===== src/rtl/aim_pkg.sv =====
// Shared defaults, FSM state type and constants for the aim8 feeder.
package aim_pkg;
    localparam int DEF_N  = 8;
    localparam int DEF_AW = 9;
    localparam int DEF_WW = 2;
    localparam int DEF_OW = 12;

    localparam int         ACT_MAX    = 255;
    localparam logic [1:0] WT_ILLEGAL = 2'b10;

    typedef enum logic [1:0] {
        COLLECT,
        WAIT,
        HOLD
    } state_e;
endpackage


===== src/rtl/aim_relu_sat.sv =====
// Combinational ReLU with upper saturation from the OW-bit neuron sum to AW bits.
module aim_relu_sat
    import aim_pkg::*;
#(
    parameter int OW = DEF_OW,
    parameter int AW = DEF_AW
) (
    input  logic [OW-1:0] raw,
    output logic [AW-1:0] sat
);
    localparam logic [OW-1:0] MAX = OW'((1 << (AW - 1)) - 1);

    always_comb begin
        if (raw[OW-1]) begin
            sat = '0;
        end else if (raw > MAX) begin
            sat = AW'(MAX);
        end else begin
            sat = raw[AW-1:0];
        end
    end
endmodule


===== src/rtl/aim8_feeder.sv =====
// Collects N activation/weight pairs into slots for the aim8 core, waits LAT
// cycles, captures the core sum and holds the saturated result until taken.
module aim8_feeder
    import aim_pkg::*;
#(
    parameter int N   = DEF_N,
    parameter int AW  = DEF_AW,
    parameter int WW  = DEF_WW,
    parameter int OW  = DEF_OW,
    parameter int LAT = 1
) (
    input  logic              clk,
    input  logic              rst_n,
    input  logic              in_valid,
    output logic              in_ready,
    input  logic [AW-1:0]     in_act,
    input  logic [WW-1:0]     in_wt,
    output logic [N*AW-1:0]   core_act,
    output logic [N*WW-1:0]   core_wt,
    input  logic [OW-1:0]     core_sum,
    output logic              res_valid,
    input  logic              res_ready,
    output logic [AW-1:0]     res_data,
    output logic [OW-1:0]     res_raw,
    output logic              wt_err
);
    localparam int CW = (N > 1) ? $clog2(N) : 1;

    state_e              state_q, state_d;
    logic [CW-1:0]       cnt_q, cnt_d;
    logic [3:0]          wait_q, wait_d;
    logic [N*AW-1:0]     act_q, act_d;
    logic [N*WW-1:0]     wt_q, wt_d;
    logic [OW-1:0]       raw_q, raw_d;
    logic                valid_q, valid_d;
    logic                ready_q, ready_d;
    logic                err_q, err_d;

    always_comb begin
        state_d = state_q;
        cnt_d   = cnt_q;
        wait_d  = wait_q;
        act_d   = act_q;
        wt_d    = wt_q;
        raw_d   = raw_q;
        err_d   = err_q;

        case (state_q)
            COLLECT: begin
                if (in_valid && ready_q) begin
                    act_d[cnt_q*AW +: AW] = in_act;
                    if (in_wt == WW'(WT_ILLEGAL)) begin
                        wt_d[cnt_q*WW +: WW] = '0;
                        err_d                = 1'b1;
                    end else begin
                        wt_d[cnt_q*WW +: WW] = in_wt;
                    end
                    if (cnt_q == CW'(N - 1)) begin
                        cnt_d   = '0;
                        wait_d  = 4'(LAT);
                        state_d = WAIT;
                    end else begin
                        cnt_d = cnt_q + 1'b1;
                    end
                end
            end
            // Capture happens on the cycle after the counter reaches zero,
            // giving LAT+1 cycles from the last accept to res_valid.
            WAIT: begin
                if (wait_q == '0) begin
                    raw_d   = core_sum;
                    state_d = HOLD;
                end else begin
                    wait_d = wait_q - 1'b1;
                end
            end
            HOLD: begin
                if (res_ready) begin
                    state_d = COLLECT;
                end
            end
            default: state_d = COLLECT;
        endcase

        ready_d = (state_d == COLLECT);
        valid_d = (state_d == HOLD);
    end

    always_ff @(posedge clk or negedge rst_n) begin
        if (!rst_n) begin
            state_q <= COLLECT;
            cnt_q   <= '0;
            wait_q  <= '0;
            act_q   <= '0;
            wt_q    <= '0;
            raw_q   <= '0;
            valid_q <= 1'b0;
            ready_q <= 1'b1;
            err_q   <= 1'b0;
        end else begin
            state_q <= state_d;
            cnt_q   <= cnt_d;
            wait_q  <= wait_d;
            act_q   <= act_d;
            wt_q    <= wt_d;
            raw_q   <= raw_d;
            valid_q <= valid_d;
            ready_q <= ready_d;
            err_q   <= err_d;
        end
    end

    aim_relu_sat #(
        .OW (OW),
        .AW (AW)
    ) u_relu_sat (
        .raw (raw_q),
        .sat (res_data)
    );

    assign in_ready  = ready_q;
    assign core_act  = act_q;
    assign core_wt   = wt_q;
    assign res_raw   = raw_q;
    assign res_valid = valid_q;
    assign wt_err    = err_q;
endmodule


===== config.mk =====
export PLATFORM = sky130hd
export DESIGN_NAME = aim8_feeder
export DESIGN_NICKNAME = d
export VERILOG_FILES = /design/src/rtl/aim_pkg.sv /design/src/rtl/aim_relu_sat.sv /design/src/rtl/aim8_feeder.sv
export SDC_FILE = /design/constraint.sdc
export NUM_CORES = 1
export LEC_CHECK = 0
export CAP_MARGIN = 30
export CORE_UTILIZATION = 47
export CTS_CLUSTER_SIZE = 40
export DETAILED_ROUTE_END_ITERATION = 8
export PLACE_DENSITY_LB_ADDON = 0.3
export SETUP_SLACK_MARGIN = 0.1
export SKIP_CTS_REPAIR_TIMING = 1
export SYNTH_ARGS = -nofsm -noshare
export SYNTH_HDL_FRONTEND = slang
export SYNTH_HIERARCHICAL = 1
export SYNTH_SLANG_ARGS = --single-unit

===== constraint.sdc =====
create_clock -name clk -period 2.89 [get_ports clk]
set_input_delay 0.4335 -clock clk [delete_from_list [all_inputs] [get_ports clk]]
set_output_delay 0.4335 -clock clk [all_outputs]
set_load 0.02 [all_outputs]

# Word level (Yosys, flattened, before mapping)
# Index checks and enable logic that the tools add are counted.
# W data, S select, Z words.
# totals
reg_bits	112
inputBits	27
out_inout_bits	112
word_cells	53
# op_classes
add_sub_neg	4
multipliers	1
n_lt_le_gt_ge	1
n_eq_ne	8
shifts	5
mux	16
n_reduce_logical	9
# ops
cell	n
$bwmux W72	1
$shift A9 B34 Y72 const A	1
$shiftx A9 B34 Y72	1
$neg A4 Y34	1
$neg A7 Y34	1
$shift A2 B34 Y16 const A	1
$shiftx A2 B34 Y16	1
$shiftx A2 B34 Y16 const A	1
$bwmux W16	2
$mux W9	2
$mux W16	1
$gt A12 B8 Y1 const B	1
$mux W4	3
$mux W2	4
$pmux W4 S2	1
$mul A3 B4 Y7 const B	1
$eq A2 B2 Y1 const B	3
$ne A2 B2 Y1 const B	3
$pmux W2 S3	1
$logic_not A2 Y1	2
$logic_not A4 Y1	1
$reduce_and A2 Y1	2
$reduce_and A4 Y1	1
$sub A4 B1 Y4 const B	1
7 further kinds	7

# Logic depth before layout (Yosys ltp)
# logic_depth
ltp_word	5
depth_mapped	9
mapped_depth_nobuf	7

# By module
# The synthesis kept the hierarchy.
# by_module_without_submodules
mod	n_inst	cells_each	area_each_um2	seq_area_each_um2
aim8_feeder	1	394	4568.1	2803.9
aim_relu_sat	1	21	103.8	0.0

# Worst setup path after synthesis
# No wires, ideal clock.
# synth_timing
path_kind	register -> register
startpoint	register cnt_q[0]
endpoint	register act_q[0], in the netlist core_act[0]
setup_time_ns	0.125
arrival_time_ns	2.084
required_time_ns	2.765
path_slack_ns	0.682
path_stages_with_launch	8
path_buffers	1
period_less_slack_ns	2.208
cell_sequence	dfrtp_1 -> buf_2 -> inv_1 -> ha_1 -> ha_1 -> nor4_1 -> nand3_2 -> mux2_2
# synth_between
elab_chain_cells	4
elab_cells_between_ends	5
cone_classes	add/sub (1); mul (1); shift (2); mux (1)
# synth_rtl
item	line_no	text
start, declared	aim8_feeder.sv:30	logic [CW-1:0] cnt_q, cnt_d;
start signal, assigned	aim8_feeder.sv:102	cnt_q <= cnt_d;
$mul A3 B4 Y7 (*)	aim8_feeder.sv:51	act_d[cnt_q*AW +: AW] = in_act;
$neg A7 Y34 (*)	aim8_feeder.sv:51	
$shiftx A9 B34 Y72 / $shift A9 B34 Y72 (equally long branches)	aim8_feeder.sv:51	
$bwmux W72 (*)	aim8_feeder.sv:51	
end signal, assigned	aim8_feeder.sv:104	act_q <= act_d;
end, declared	aim8_feeder.sv:32	logic [N*AW-1:0] act_q, act_d;
# Mark *: on every way between the ends. The rest lies on a longest branch, timed or not.
# A chain may end at the register's enable or synchronous reset.

# Worst setup path after layout
# layout_timing
startpoint	register cnt_q[0]
endpoint	register act_q[6], in the netlist core_act[6]
# Same word-level chain as after synthesis.

==> impl_metrics.csv <==
group,metric,value,unit
logic_synthesis,synth_ff_type,"dfrtp_1",
routing,post_drt_wl_per_cell,16.23,µm
logic_synthesis,yosys.area_share.simple,0.1452,
logic_synthesis,synth.largest_area_cell,"dfrtp_1",
worst_setup_path,critPathLaunchType,"flip-flop",
routing,route.detailed.drc,0,
sta,slew_headroom,0.4762,
sta,hold_slack,0.1025,ns
final_layout,nFillCells,778,
sta,setup_viol,0,
hold_path,hold_path_class,"input pin to async pin",
clock_tree,cts_made_buffers,9,
logic_synthesis,yosysSeqAreaShare,0.6002,
logic_synthesis,synth_top_area_share,0.5945,
floorplan,die_x,101.7,µm
clock_tree,cts_tree,"yes",
routing,drtAntennaViolNets,0,
floorplan,core,0.009684,mm²
routing,drtIter0Drc,125,
final_layout,area_delta_synth_final,35.89,%
logic_synthesis,async_reset_ff_frac,1.000,
place,placed_cells,676,
logic_synthesis,synthXorXnorAreaFrac,0,
clock_tree,ctsLongestPathBuffers,2,
grt,grt_use_total,0.2291,
floorplan,start_util,0.4824,
place,port_buffers,137,
pwr,p_per_area,1026,mW/mm²
logic_synthesis,synth-seq-cells,112,
logic_synthesis,synth_compound_area_frac,0.08597,
final_layout,multi_input_comb_area,0.001730,mm²
grt,grt.overflow.total,0,
run_status,status,"finished, final reports clean",
clock_tree,ctsRootBufferMaster,"clkbuf_8",
worst_setup_path,required,3.14,ns
logic_synthesis,synth_edf_count,0,
worst_setup_path,path_max_fanout,11,
logic_synthesis,post-synth-top-count-cell,"dfrtp_1",
final_layout,diodes,0,
logic_synthesis,synthMuxAreaShare,0.1144,
logic_synthesis,yosys.area_share.adder,0.02410,
worst_setup_path,r2r_setup_slack,0.33,ns
routing,drtPass1Iterations,4,
worst_setup_path,worst-setup-path-type,"flip-flop to flip-flop",
routing,wl,11230,µm
sta,period_minus_slack,2.560,ns
logic_synthesis,synth_top_family_by_area,"simple AND/OR/NAND/NOR gates",
sta,finalHoldViolCount,0,
grt,grt_pass1_vias,3330,
sta,worst_pin_slew,0.7827,ns
logic_synthesis,avgSynthCellArea,11.26,µm²
logic_synthesis,synthCells,415,
final_layout,nets,590,
routing,via_per_inst,5.085,
logic_synthesis,synthDistinctLibCells,41,
floorplan,dieArea,0.01034,mm²
place,place_congestion,0.9226,
clock_tree,h-tree-depth,3,
final_layout,instances_no_fill,692,
routing,vias,3519,
sta,skew,0.009992,ns
pwr,power_leakage,2.819,nW
logic_synthesis,yosys_warnings,6,
pwr,power.total,6.512,mW
sta,final_max_slew_viol_count,0,
place,dpl.hpwl,8227,µm
clock_tree,cts.clk_slew.worst_paths,0.10,ns
sta,rsz0062_at_grt,"false",
logic_synthesis,syn_area,0.004672,mm²
floorplan,num_rows,36,
floorplan,die_h,101.7,µm
floorplan,ios,139,
sta,post-route-period-util,0.8859,
worst_setup_path,endpoint_kind,"flip-flop",
grt,grt_pass1_wl,17770,µm
logic_synthesis,synth_area_leaders,"dfrtp_1, mux2_2, nand2_1",
logic_synthesis,yosys-top-cells-count,"dfrtp_1, nand2_1, o21ai_0, mux2_2, nor2_1",
sta,fmax,390.6,MHz
clock_tree,worstSkewPairLatency,0.36,ns
run,cap_violations,0,
final_layout,drive_above_1_share,0.1395,
worst_setup_path,critPathArrivalTime,2.81,ns
clock_tree,cts_num_sinks,112,
logic_synthesis,syn_nets,451,
pwr,peakVddDrop,723.6,µV
grt,antenna_found_initial,0,
final_layout,ff_latch_area,0.002804,mm²
sta,setup_tns,0,ns
grt,grt_start_max_net_pins,58,
worst max-delay path: stages, from the launching register on:
cell	delay (ns)
dfrtp_1	0.53
inv_1	0.19
ha_1	0.26
ha_1	0.33
nor4_1	0.47
nand3_2	0.30
mux2_2	0.36
per-stage QoR:
stage          area [µm²]  worst slack (ns)    util
5_1_grt              6349            0.1666  0.6556
3_3_place_gp         6176            0.5094  0.6377
2_1_floorplan        4672            0.6818       -
3_5_place_dp         6176            0.3717  0.6377
6_report             6349            0.3296  0.6556
4_1_cts              6349            0.3506  0.6556
area by class of cell:
type                            instances  share of cell area
Clock inverter                          5            0.004927
Timing Repair Buffer                  145              0.2270
Clock buffer                           11             0.02227
Inverter                                9            0.005321
Sequential cell                       112              0.4417
Tap cell                              133             0.02621
Multi-Input combinational cell        277              0.2726
final timing paths:
path | from | to | depth (start not counted)
max | cnt_q[0] | core_act[6] | 6
min | rst_n | core_act[20] | 1
max reg2reg | cnt_q[0] | core_act[6] | 6
min reg2reg | core_act[23] | core_act[23] | 2
max in group asynchronous | rst_n | in_ready | 2
min in group clk | core_act[23] | core_act[23] | 2
routing by layer:
layer  up-vias  GRT usage  share of wire
li1       1684          -              -
met3        12    0.03451          0.036
met5         -          0              0
met2        92     0.3633           0.50
met4         0    0.07023          0.011
met1      1731     0.3265           0.46
logic make-up after synthesis:
group,after synthesis
AOI/OAI and AO/OA,76
adders and majority gates,9
buffers and inverters,26
DFF,112
muxes,45
other,1
and+or+nand+nor,146
registers in the layout, indices dropped and copies added, names as in the netlist:
name       flops
res_valid      1
core_wt       16
cnt_q          3
wt_err         1
res_raw       12
wait_q         4
state_q        2
core_act      72
in_ready       1
cells in the final DEF (no fill, tap or decap), types with 2 or more instances in the layout:
| cell | synthesis | final |
|---|---|---|
| a21oi_1 | 9 | 9 |
| and2_1 | 2 | 2 |
| and3_1 | 2 | 2 |
| buf_4 | 4 | 8 |
| clkbuf_8 | 0 | 10 |
| clkdlybuf4s50_1 | 0 | 136 |
| clkinv_2 | 0 | 3 |
| dfrtp_1 | 111 | 111 |
| ha_1 | 9 | 9 |
| inv_1 | 9 | 9 |
| mux2_2 | 35 | 35 |
| mux2_4 | 8 | 8 |
| mux2i_1 | 2 | 2 |
| nand2_1 | 90 | 90 |
| nand2b_1 | 3 | 3 |
| nand3_2 | 7 | 7 |
| nand3b_1 | 2 | 2 |
| nor2_1 | 23 | 23 |
| nor3_1 | 4 | 4 |
| nor4_1 | 2 | 2 |
| nor4b_1 | 2 | 2 |
| o21ai_0 | 61 | 61 |
report_power, final:
part	internal, mW	total, mW	switching, mW
Clock	0.337	0.839	0.502
Combinational	1.51	3.21	1.70
Sequential	2.07	2.47	0.396
Power figures use the tool's default switching activity.
